### config.mk
export PLATFORM = sky130hd
export DESIGN_NAME = tic_tac_toe_game
export DESIGN_NICKNAME = d
export VERILOG_FILES = /design/src/rtl/tic_tac_toe_pkg.sv /design/src/rtl/tic_tac_toe_result.sv /design/src/rtl/tic_tac_toe_game.sv
export SDC_FILE = /design/constraint.sdc
export NUM_CORES = 1
export LEC_CHECK = 0
export ABC_AREA = 1
export BUFFER_PORTS_ARGS = -buffer_cell sky130_fd_sc_hd__buf_2
export CAP_MARGIN = 20
export CORE_MARGIN = 4
export CORE_UTILIZATION = 55
export DETAILED_ROUTE_END_ITERATION = 16
export GPL_TIMING_DRIVEN = 0
export HOLD_SLACK_MARGIN = 0.05
export PLACE_DENSITY = 0.87
export SLEW_MARGIN = 10
export SYNTH_ARGS = -nofsm -noshare
export SYNTH_HDL_FRONTEND = slang
export SYNTH_HIERARCHICAL = 1
export SYNTH_SLANG_ARGS = --single-unit
### constraint.sdc
create_clock -name clk -period 2.3 [get_ports clk]
set_input_delay 0.46 -clock clk [delete_from_list [all_inputs] [get_ports clk]]
set_output_delay 0.46 -clock clk [all_outputs]
set_load 0.02 [all_outputs]
### src/rtl/tic_tac_toe_pkg.sv
// Shared encodings for the tic-tac-toe referee.
//   cell_t    : contents of one board cell
//   result_t  : game outcome reported on the who output
//   turn_t    : whose move is expected next (ANY before the first move)
//   state_t   : referee state
//   WIN_LINES : cell index triples of the 3 rows, 3 columns and 2 diagonals
package tic_tac_toe_pkg;

    typedef enum logic [1:0] {
        EMPTY = 2'b00,
        X     = 2'b01,
        O     = 2'b10
    } cell_t;

    typedef enum logic [1:0] {
        NONE = 2'b00,
        XWIN = 2'b01,
        OWIN = 2'b10,
        DRAW = 2'b11
    } result_t;

    typedef enum logic [1:0] {
        ANY = 2'b00,
        TX  = 2'b01,
        TO  = 2'b10
    } turn_t;

    typedef enum logic {
        PLAYING   = 1'b0,
        GAME_OVER = 1'b1
    } state_t;

    localparam int unsigned WIN_LINES [8][3] = '{
        '{0, 1, 2}, '{3, 4, 5}, '{6, 7, 8},
        '{0, 3, 6}, '{1, 4, 7}, '{2, 5, 8},
        '{0, 4, 8}, '{2, 4, 6}
    };

endpackage

### src/rtl/tic_tac_toe_result.sv
// Combinational judge of a 3x3 board.
//   board  : 9 cells, row-major, index 0 = top-left
//   result : XWIN/OWIN if any line holds three equal marks, DRAW if the board
//            is full without a line, NONE otherwise. A win outranks a draw.
module tic_tac_toe_result
    import tic_tac_toe_pkg::*;
(
    input  cell_t   board [9],
    output result_t result
);

    logic [7:0] line_x;
    logic [7:0] line_o;
    logic [8:0] filled;

    genvar gi;
    generate
        for (gi = 0; gi < 8; gi++) begin : g_line
            assign line_x[gi] = (board[WIN_LINES[gi][0]] == X) &&
                                (board[WIN_LINES[gi][1]] == X) &&
                                (board[WIN_LINES[gi][2]] == X);
            assign line_o[gi] = (board[WIN_LINES[gi][0]] == O) &&
                                (board[WIN_LINES[gi][1]] == O) &&
                                (board[WIN_LINES[gi][2]] == O);
        end
        for (gi = 0; gi < 9; gi++) begin : g_fill
            assign filled[gi] = (board[gi] != EMPTY);
        end
    endgenerate

    always_comb begin
        result = NONE;
        if (|line_x) begin
            result = XWIN;
        end else if (|line_o) begin
            result = OWIN;
        end else if (&filled) begin
            result = DRAW;
        end
    end

endmodule

### src/rtl/tic_tac_toe_game.sv
// Two-player tic-tac-toe referee core.
//   clk, rst                       : clock, synchronous active-high reset
//   playX / playO                  : move request levels; a move fires on 0->1
//   playerX_position / playerO_... : target cell 0..8, row-major
//   pos1..pos9                     : cell contents (00 empty, 01 X, 10 O)
//   who                            : 00 playing, 01 X won, 10 O won, 11 draw
// The board is registered; the outcome is judged from the registered board
// and registered again, so who follows the deciding move by one clock.
module tic_tac_toe_game
    import tic_tac_toe_pkg::*;
(
    input  logic       clk,
    input  logic       rst,
    input  logic       playX,
    input  logic       playO,
    input  logic [3:0] playerX_position,
    input  logic [3:0] playerO_position,
    output logic [1:0] pos1,
    output logic [1:0] pos2,
    output logic [1:0] pos3,
    output logic [1:0] pos4,
    output logic [1:0] pos5,
    output logic [1:0] pos6,
    output logic [1:0] pos7,
    output logic [1:0] pos8,
    output logic [1:0] pos9,
    output logic [1:0] who
);

    cell_t   board_q [9];
    cell_t   board_d [9];
    logic    playx_q;
    logic    playo_q;
    turn_t   turn_q, turn_d;
    state_t  state_q, state_d;
    result_t who_q, who_d;
    result_t result;

    logic       req_x, req_o;
    logic [3:0] mv_pos;
    cell_t      mv_cell;
    turn_t      mv_turn, mv_other;
    logic       mv_ok;
    logic       accept;
    logic [8:0] cell_sel;
    logic [8:0] cell_free;

    tic_tac_toe_result u_result (
        .board  (board_q),
        .result (result)
    );

    always_comb begin
        req_x    = playX & ~playx_q;
        req_o    = playO & ~playo_q;
        mv_pos   = req_x ? playerX_position : playerO_position;
        mv_cell  = req_x ? X  : O;
        mv_turn  = req_x ? TX : TO;
        mv_other = req_x ? TO : TX;
        // Simultaneous requests cancel each other out.
        mv_ok    = (state_q == PLAYING) && (req_x ^ req_o) &&
                   (mv_pos <= 4'd8) &&
                   ((turn_q == ANY) || (turn_q == mv_turn));
    end

    genvar gi;
    generate
        for (gi = 0; gi < 9; gi++) begin : g_cell
            assign cell_sel[gi]  = (mv_pos == 4'(gi));
            assign cell_free[gi] = (board_q[gi] == EMPTY);
            assign board_d[gi]   = (accept && cell_sel[gi]) ? mv_cell : board_q[gi];
        end
    endgenerate

    always_comb begin
        accept  = mv_ok && |(cell_sel & cell_free);
        turn_d  = accept ? mv_other : turn_q;
        // Once decided the outcome is frozen until reset.
        who_d   = (state_q == GAME_OVER) ? who_q : result;
        state_d = (who_d != NONE) ? GAME_OVER : state_q;
    end

    always_ff @(posedge clk) begin
        if (rst) begin
            for (int i = 0; i < 9; i++) begin
                board_q[i] <= EMPTY;
            end
            // Treat buttons as already pressed so one held through reset is not a move.
            playx_q <= 1'b1;
            playo_q <= 1'b1;
            turn_q  <= ANY;
            state_q <= PLAYING;
            who_q   <= NONE;
        end else begin
            for (int i = 0; i < 9; i++) begin
                board_q[i] <= board_d[i];
            end
            playx_q <= playX;
            playo_q <= playO;
            turn_q  <= turn_d;
            state_q <= state_d;
            who_q   <= who_d;
        end
    end

    assign pos1 = board_q[0];
    assign pos2 = board_q[1];
    assign pos3 = board_q[2];
    assign pos4 = board_q[3];
    assign pos5 = board_q[4];
    assign pos6 = board_q[5];
    assign pos7 = board_q[6];
    assign pos8 = board_q[7];
    assign pos9 = board_q[8];
    assign who  = who_q;

endmodule

==> results of run 1 <==
layer usage:
layer  up-vias  track usage, %  routed length [µm]
met4         0            6.34                  61
met1       809            29.1                1770
met2        65            35.7                1850
li1        942               -                   -
met5         -               0                   0
met3         7            4.32                 313
final timing paths:
| kind | slack [ns] | endpoint | cells past startpoint | start |
|---|---|---|---|---|
| worst max-delay path | 0.39 | pos6[0]$_SDFFE_PP0P_ | 11 | playx_q$_SDFF_PP1_ |
| worst min-delay path | 0.34 | playo_q$_SDFF_PP1_ | 3 | playO |
| worst max register to register | 0.39 | pos6[0]$_SDFFE_PP0P_ | 11 | playx_q$_SDFF_PP1_ |
| worst min register to register | 0.47 | turn_q[1]$_SDFFE_PP0P_ | 2 | turn_q[1]$_SDFFE_PP0P_ |
stage by stage:
step	power, W	utilization [%]	std cells	worst slack (ns)
final	0.000774	66.5	341	0.386
after global routing	0.000827	66.5	341	0.152
after CTS	0.000778	66.5	341	0.396
after detailed placement	0.000595	65.5	337	0.263
after global placement	0.000592	65.5	337	0.317
after floorplan	0.000558	-	275	0.711
area by class of cell:
cell class | instances | share of cell area [%]
inverters | 51 | 10.2
well taps | 31 | 2.06
plain buffers | 8 | 2.66
clock buffers | 4 | 1.40
repair buffers | 31 | 8.25
flip-flops and latches | 25 | 26.6
multi-input cells | 191 | 48.8
power groups by stage:
stage / registers (W) / logic, W / clock network, W
3_5_place_dp: 0.000449 / 0.000146 / 0
5_1_grt: 0.000441 / 0.000163 / 0.000224
3_3_place_gp: 0.000449 / 0.000143 / 0
6_report: 0.000440 / 0.000148 / 0.000187
2_1_floorplan: 0.000450 / 0.000108 / 0
4_1_cts: 0.000440 / 0.000146 / 0.000192
tightest hold or removal path, delay by kind of cell:
kind	cells	cell delay [ns]
buf+inv	2	0.12
simple gates	1	0.05
cell families after synthesis:
kind of cell	count (synthesis)
compound gates	31
flops	25
buf+inv	59
simple gates	160
cell usage in the layout (no fill, tap or decap), types with 8 or more instances in the layout:
cell | synthesis | routed
nor2_2 | 8 | 8
dfxtp_1 | 25 | 25
nand4_1 | 18 | 18
inv_1 | 48 | 48
nand2_1 | 56 | 56
nor2_1 | 45 | 45
buf_2 | 4 | 35
a21oi_1 | 21 | 21
nand3_1 | 19 | 19
==> metrics.csv, run 1 <==
metric,value,unit
CP Launch Type,register,
Power per Cell Area,412,mW/mm²
Post-Syn Instances,275,
setup violators final,0,
Sequential Power Share,56.8,%
"EDFF count, synth",0,
VDD IR max,365,µV
filler instances,280,
Initial Utilization,58.7,%
Commonest cells post-synth,"nand2_1 (56), inv_1 (48), nor2_1 (45)",
I/O Pins,32,
yosys warns,6,
hold violation total from the final report,0,
CP arrival,2.17,ns
max-cap violation count,0,
postcts setup bufs,0,
Sw Share,28.3,%
Sink Count,25,
number of I/O port buffers,31,
top-count cell post-synth,nand2_1,
max-slew violations,0,
Worst EP required,2.55,ns
post-synthesis compound-gate area fraction,9.80,%
cell row count,19,
CP Buf/Inv Count,2,
die height,62.9,µm
CP top delay family,simple AND/OR/NAND/NOR gates,
Initial DRC Count,244,
area post-placement,0.00185,mm²
Pleak,0.936,nW
H-tree levels,1,
cts-stage hold buffer count,0,
gr usage total,21.9,%
share of cells above drive strength 1,20.0,%
share of the synthesized area in the top cell type,30.1,%
Detailed Routing Iterations Pass 1,4,
first-pass GRT wire length,7110,µm
Synth area leaders,"dfxtp_1 (30%), nand2_1 (13%), inv_1 (11%), nor2_1 (10%), nand4_1 (6.8%)",
DR vias/cell,5.35,
number of synthesized register bits,25,
Area growth syn-to-layout,13.3,%
Max-slew headroom,66.9,%
main combinational cell family by area after synthesis,simple AND/OR/NAND/NOR gates,
# DRC,0,
"Cell Area, Synth",0.00166,mm²
hold_ws,0.339,ns
Post-Syn Nets,287,
cell chain of the critical path,inv_2 -> nand2_4 -> nand2_1 -> nand2_1 -> nand3_1 -> nor3_2 -> nor2_1 -> nor2_2 -> buf_2 -> nand4_1 -> a21oi_1,
Die X-Extent,62.9,µm
Finished Cell Area,0.00188,mm²
Post-CTS Resized,0,
asr flop ratio synth,0,%
skew final,0.00488,ns
Max Buffers Root-to-Sink,2,
Syn Area/Cell,6.04,µm²
Post-Synth XOR/XNOR Area,0,%
post-synthesis simple-gate area fraction,45.5,%
CTS root buf,clkbuf_4,
Tcrit/Tclk final,83.2,%
crit path max fanout,10,
Die ar.,0.00396,mm²
fmax,522,MHz
internal power,0.000555,W
status,finished clean,
synth unique cells,24,
"Seq/Total Area, Yosys",30.1,%
mux share of post-synthesis cell area,0,%
Reg area,500,µm²
antenna cells,0,
vias,1823,
biggest area consumer among synthesized cells,dfxtp_1,
Comb power frac,19.1,%
multi-input logic area,918,µm²
Final Critical Period,1.91,ns
Overflow after GRT,0,
worst slew pin tran,0.496,ns
largest net degree at the start of global routing,14,
Inserted Clock Buffers,3,
HPWL after DPL,3280,µm
crit end category,register,
Slowest cell on crit path,dfxtp_1,
hold crit path type,input pin to register,
post-route setup TNS,0,ns
core area,0.00283,mm²
net switching power,0.000219,W
final wirelength,3990,µm
global placement routability congestion,0.923,
clock power share,24.1,%
Synth Area in Adders,0,%
Worst-Skew Late Latency,0.31,ns
"Top FF cell, synth",dfxtp_1,
CP dominant cell by count,nand2_1,
routed length per instance,11.7,µm
clk slew on worst S/H paths,0.12,ns
initial antenna violation count,0,
CTS tree,done,
vias in the first global route,1605,
Final ANT Viol Nets,0,
"slowest stage delay, CP",0.41,ns
RSZ-0062 raised after global routing,false,
Setup Crit Path Kind,register to register,
Layout Nets,323,
No activity file was read; power rests on OpenSTA's default activity.
==> run 2, diff against run 1 <==
--- a/config.mk
+++ b/config.mk
@@ -5,7 +5,7 @@
 export SDC_FILE = /design/constraint.sdc
 export NUM_CORES = 1
 export LEC_CHECK = 0
-export ABC_AREA = 1
+export ABC_AREA = 0
 export BUFFER_PORTS_ARGS = -buffer_cell sky130_fd_sc_hd__buf_2
 export CAP_MARGIN = 20
 export CORE_MARGIN = 4
==> constraint.sdc (replaced) <==
create_clock -name clk -period 1.9 [get_ports clk]
set_input_delay 0.38 -clock clk [delete_from_list [all_inputs] [get_ports clk]]
set_output_delay 0.38 -clock clk [all_outputs]
set_load 0.02 [all_outputs]
==> run 2 against run 1 <==
Net effect: the flow now finishes with violations (setup timing); count of clock-buffer cells in the layout decreased by 1; global-route usage rose by 3.1 points; hold slack worse by 0.11 ns; critical endpoint is now pos2[0]$_SDFFE_PP0P_; design area up 8.9%; routed wire length grew 28%; register-to-register slack got worse by 0.61 ns; highest routed layer unchanged; cell count fell by 19%; clock power rose by 43%; fmax fell by 10%.
==> metrics.csv, run 2 <==
metric,value,unit
I/O Pins,32,
DR vias/cell,6.69,
area post-placement,0.00187,mm²
clk slew on worst S/H paths,0.15,ns
met3 WL,485,µm
Worst-Skew Late Latency,0.33,ns
max-slew violations,0,
flop2flop setup slack,-0.23,ns
core area,0.00283,mm²
share of the synthesized area in the top cell type,30.2,%
Synth area leaders,"dfxtp_1 (30%), o2bb2ai_1 (5.8%), nand2b_1 (5.3%), or4_1 (5.0%), nor2_1 (4.1%)",
Slowest cell on crit path,or3b_2,
# DRC,0,
Finished Cell Area,0.00205,mm²
Initial DRC Count,200,
CP arrival,2.37,ns
RSZ-0062 raised after global routing,true,
Pleak,0.773,nW
skew final,0.00186,ns
"EDFF count, synth",0,
Die X-Extent,62.9,µm
HPWL after DPL,3350,µm
crit end category,register,
Inserted Clock Buffers,3,
crit path max fanout,6,
post-route setup TNS,-4.04,ns
fmax,470,MHz
final wirelength,5120,µm
"Seq/Total Area, Yosys",30.2,%
initial antenna violation count,0,
"Top FF cell, synth",dfxtp_1,
Max-slew headroom,69.3,%
yosys warns,6,
H-tree levels,1,
Detailed Routing Iterations Pass 1,5,
status,"finished, violations left",
"Cell Area, Synth",0.00166,mm²
CP Buf/Inv Count,1,
setup violators final,20,
Max Buffers Root-to-Sink,2,
Met2 Wirelength,2370,µm
die height,62.9,µm
CTS tree,done,
Sink Count,25,
CP top delay family,compound AO/OA/AOI/OAI gates,
Post-Syn Instances,201,
global placement routability congestion,0.943,
antenna cells,0,
Overflow after GRT,0,
cell row count,19,
Max Used Layer,met4,
biggest area consumer among synthesized cells,dfxtp_1,
Final Critical Period,2.13,ns
Area growth syn-to-layout,23.6,%
worst slew pin tran,0.460,ns
vias in the first global route,1618,
Die ar.,0.00395,mm²
violated checks,setup timing,
Worst EP required,2.15,ns
hold_ws,0.233,ns
Commonest cells post-synth,"dfxtp_1 (25), nor2_1 (18), nand2b_1 (14)",
top-count cell post-synth,dfxtp_1,
Layout Nets,257,
VDD IR max,351,µV
first-pass GRT wire length,8120,µm
fin util,72.4,%
"slowest stage delay, CP",0.51,ns
"most common cell after layout, fill and taps aside",buf_2,
max-cap violation count,0,
number of I/O port buffers,30,
Post-Syn Nets,213,
most frequent cells in the layout,"buf_2 (30), dfxtp_1 (24), nor2_1 (17)",
number of synthesized register bits,25,
Tcrit/Tclk final,112,%
setup ws final,-0.226,ns
wire length on met1,2070,µm
asr flop ratio synth,0,%
Setup Crit Path Kind,register to register,
hold violation total from the final report,0,
share of cells above drive strength 1,29.9,%
CP Launch Type,register,
largest net degree at the start of global routing,17,
cts-stage hold buffer count,0,
synth unique cells,51,
Syn Area/Cell,8.24,µm²
vias,1841,
cell chain of the critical path,or3b_2 -> a2bb2oi_2 -> a2111oi_4 -> a2111o_2 -> nor2_4 -> buf_6 -> o41ai_2,
routed length per instance,18.6,µm
hold crit path type,input pin to register,
CTS root buf,clkbuf_4,
Final ANT Viol Nets,0,
Power per Cell Area,492,mW/mm²
gr usage total,25.0,%
Initial Utilization,58.6,%
==> run 2: cell count changes in the layout (fill, tap and decap cells not counted), sizes merged, moves of 7 or more <==
cell     before  now
or4           0   11
inv          51   11
nand2b        0   16
nor2         54   19
nor3          2    9
nand4        18    4
nand2        63   13
nand3        21    3
o2bb2ai       0   11
a21oi        21    6
==> run 2: stage by stage <==
stage	worst slack [ns]	cells	power (W)
6_report	-0.226	275	0.00101
3_3_place_gp	-0.433	262	0.000701
3_5_place_dp	-0.499	262	0.000703
5_1_grt	-0.305	275	0.00105
2_1_floorplan	-0.131	201	0.000654
4_1_cts	-0.253	271	0.000984
==> run 2: final cells by class <==
class | count | area (µm²)
Sequential cell | 25 | 502
Inverter | 10 | 37.5
Buffer | 8 | 50.0
Clock inverter | 1 | 8.76
Fill cell | 217 | 781
Clock buffer | 3 | 22.5
Multi-Input combinational cell | 156 | 1150
Tap cell | 31 | 38.8
Timing Repair Buffer | 41 | 240
==> run 2: final timing paths <==
kind / from / endpoint / depth (start not counted)
worst min-delay path: playO / playo_q$_SDFF_PP1_ / 2
worst max register to register: playx_q$_SDFF_PP1_ / pos2[0]$_SDFFE_PP0P_ / 7
worst max-delay path: playx_q$_SDFF_PP1_ / pos2[0]$_SDFFE_PP0P_ / 7
worst min register to register: turn_q[0]$_SDFFE_PP0P_ / turn_q[0]$_SDFFE_PP0P_ / 2
==> run 2: cell families after synthesis <==
kind of cell | Yosys count | synth area share [%]
and+or+nand+nor | 100 | 35.8
AOI/OAI and AO/OA | 52 | 26.1
DFF | 25 | 30.2
buffers and inverters | 20 | 5.36
muxes | 4 | 2.49
==> run 2: power by group <==
| group | internal (W) | switching (W) |
|---|---|---|
| combinational | 0.0000821 | 0.000124 |
| clock | 0.0000859 | 0.000181 |
| sequential | 0.000531 | 0.00000427 |
| total | 0.000699 | 0.000309 |
==> run 2: repair_timing <==
action	CTS	global route
setup buffers	6	5
cloned	0	0
gates resized for setup	5	11
endpoints found under the setup margin	20	20
pin swaps	3	5
hold endpoints to repair	0	0
==> run 2: worst register-to-register path: cells and delay by family, from the launching register on <==
kind / cells / cell delay (ns)
compound gates: 4 / 0.97
buf+inv: 1 / 0.14
flops: 1 / 0.36
simple gates: 2 / 0.58
==> run 2: routing by layer <==
layer	vias to the layer above	track usage [%]
met5	-	0
met4	0	7.44
met3	28	3.96
met2	129	40.1
met1	825	34.2
li1	859	-
==> run 3, diff against run 2 <==
--- a/config.mk
+++ b/config.mk
@@ -9,11 +9,12 @@
 export BUFFER_PORTS_ARGS = -buffer_cell sky130_fd_sc_hd__buf_2
 export CAP_MARGIN = 20
 export CORE_MARGIN = 4
-export CORE_UTILIZATION = 55
+export CORE_UTILIZATION = 49
 export DETAILED_ROUTE_END_ITERATION = 16
 export GPL_TIMING_DRIVEN = 0
 export HOLD_SLACK_MARGIN = 0.05
-export PLACE_DENSITY = 0.87
+export PLACE_DENSITY = 0.83
+export SKIP_LAST_GASP = 1
 export SLEW_MARGIN = 10
 export SYNTH_ARGS = -nofsm -noshare
 export SYNTH_HDL_FRONTEND = slang
==> constraint.sdc (replaced) <==
create_clock -name clk -period 1.7 [get_ports clk]
set_input_delay 0.34 -clock clk [delete_from_list [all_inputs] [get_ports clk]]
set_output_delay 0.34 -clock clk [all_outputs]
set_load 0.02 [all_outputs]
==> run 3 against run 2 <==
Net effect: the flow still finishes with violations (setup timing); clock power grew 2%; register-to-register slack lost 0.21 ns; routed wire length grew 8.3%.
==> metrics.csv, run 3 (same netlist as run 2, synthesis figures left out) <==
metric,value,unit
setup violators final,22,
Critical path origin,playx_q$_SDFF_PP1_,
flop2flop setup slack,-0.43,ns
Hold Crit Start,playO,
fin util,66.2,%
Final Critical Period,2.13,ns
share of cells above drive strength 1,33.5,%
DR vias/cell,6.54,
routed length per instance,19.4,µm
status,"finished, violations left",
max-cap violation count,0,
setup ws final,-0.434,ns
antenna cells,0,
worst slew pin tran,0.795,ns
Pleak,0.749,nW
Initial Utilization,52.5,%
Die X-Extent,66.1,µm
VDD IR max,519,µV
Max-slew headroom,47.0,%
Overflow after GRT,0,
area post-placement,0.00188,mm²
Layout Nets,255,
number of I/O port buffers,30,
hold violation total from the final report,0,
clock power share,24.4,%
Inserted Clock Buffers,3,
global placement routability congestion,0.945,
core area,0.00315,mm²
Initial DRC Count,228,
Final Total Pwr,0.00111,W
Worst EP required,1.94,ns
Max Buffers Root-to-Sink,2,
fmax,469,MHz
largest net degree at the start of global routing,15,
Detailed Routing Iterations Pass 1,5,
Sw Share,30.3,%
filler instances,281,
H-tree levels,1,
net switching power,0.000337,W
most frequent cells in the layout,"buf_2 (30), dfxtp_1 (20), nor2_1 (18)",
skew final,0.0118,ns
post-route setup TNS,-7.97,ns
Final ANT Viol Nets,0,
Die ar.,0.00438,mm²
max-slew violations,0,
Comb power frac,21.7,%
Setup Crit Path Kind,register to register,
HPWL after DPL,3470,µm
cell row count,20,
hold_ws,0.207,ns
vias,1870,
crit end category,register,
initial antenna violation count,0,
Area growth syn-to-layout,25.9,%
Worst-Skew Late Latency,0.33,ns
Power per Cell Area,533,mW/mm²
violated checks,setup timing,
CP arrival,2.37,ns
# DRC,0,
CP Launch Type,register,
vias in the first global route,1761,
RSZ-0062 raised after global routing,true,
gr usage total,25.1,%
Sink Count,25,
Sequential Power Share,53.9,%
first-pass GRT wire length,8640,µm
multi-input logic area,0.00119,mm²
die height,66.1,µm
CTS root buf,clkbuf_4,
Tcrit/Tclk final,126,%
worst flop-to-flop path startpoint,playx_q$_SDFF_PP1_,
final wirelength,5540,µm
Reg area,507,µm²
internal power,0.000774,W
clk slew on worst S/H paths,0.14,ns
Finished Cell Area,0.00209,mm²
I/O Pins,32,
hold crit path type,input pin to register,
crit path max fanout,9,
"most common cell after layout, fill and taps aside",buf_2,
CTS tree,done,
## run 3: layer usage
| layer | vias up | track usage, % | wire, µm |
|---|---|---|---|
| li1 | 857 | - | - |
| met1 | 857 | 32.9 | 2190 |
| met2 | 138 | 40.8 | 2650 |
| met3 | 18 | 5.61 | 550 |
| met4 | 0 | 7.87 | 149 |
| met5 | - | 0 | 0 |
## run 3: area by class of cell
| type | count | share of cell area, % |
|---|---|---|
| Clock inverter | 1 | 0.240 |
| Sequential cell | 25 | 24.3 |
| Timing Repair Buffer | 39 | 10.8 |
| Multi-Input combinational cell | 156 | 56.9 |
| Tap cell | 44 | 2.64 |
| Buffer | 8 | 2.22 |
| Clock buffer | 3 | 1.08 |
| Inverter | 10 | 1.80 |
## run 3: final timing paths
kind / end / cells after the start
max: pos2[0]$_SDFFE_PP0P_ / 7
min: playo_q$_SDFF_PP1_ / 2
min reg2reg: turn_q[0]$_SDFFE_PP0P_ / 2
max reg2reg: pos2[0]$_SDFFE_PP0P_ / 7
## run 3: metrics by stage
step / cells / worst slack (ns)
6_report: 286 / -0.434
5_1_grt: 286 / -0.483
4_1_cts: 286 / -0.405
3_5_place_dp: 275 / -0.659
3_3_place_gp: 275 / -0.642
2_1_floorplan: 201 / -0.331
## run 3: critical path, cell delays in order, from the launching register on
cell       delay (ns)
dfxtp_2          0.37
and2b_2          0.29
or3_4            0.41
a2111oi_4        0.29
a2111o_2         0.22
nor2_4           0.08
buf_4            0.16
o41ai_2          0.23
## run 3: power groups by stage
stage / clock network [W] / logic [W] / registers, W
after floorplan: 0 / 0.000119 / 0.000611
after detailed placement: 0 / 0.000177 / 0.000611
after global routing: 0.000298 / 0.000258 / 0.000599
after CTS: 0.000277 / 0.000223 / 0.000598
after global placement: 0 / 0.000175 / 0.000610
final: 0.000272 / 0.000241 / 0.000598
## run 3: what timing repair did
| action | 4_1_cts | 5_1_grt |
|---|---|---|
| resized for setup | 19 | 6 |
| pin swaps | 4 | 1 |
| setup endpoints to repair | 22 | 23 |
| buffers inserted | 8 | 0 |
| hold buffers | 0 | 0 |
| cloned | 1 | 0 |
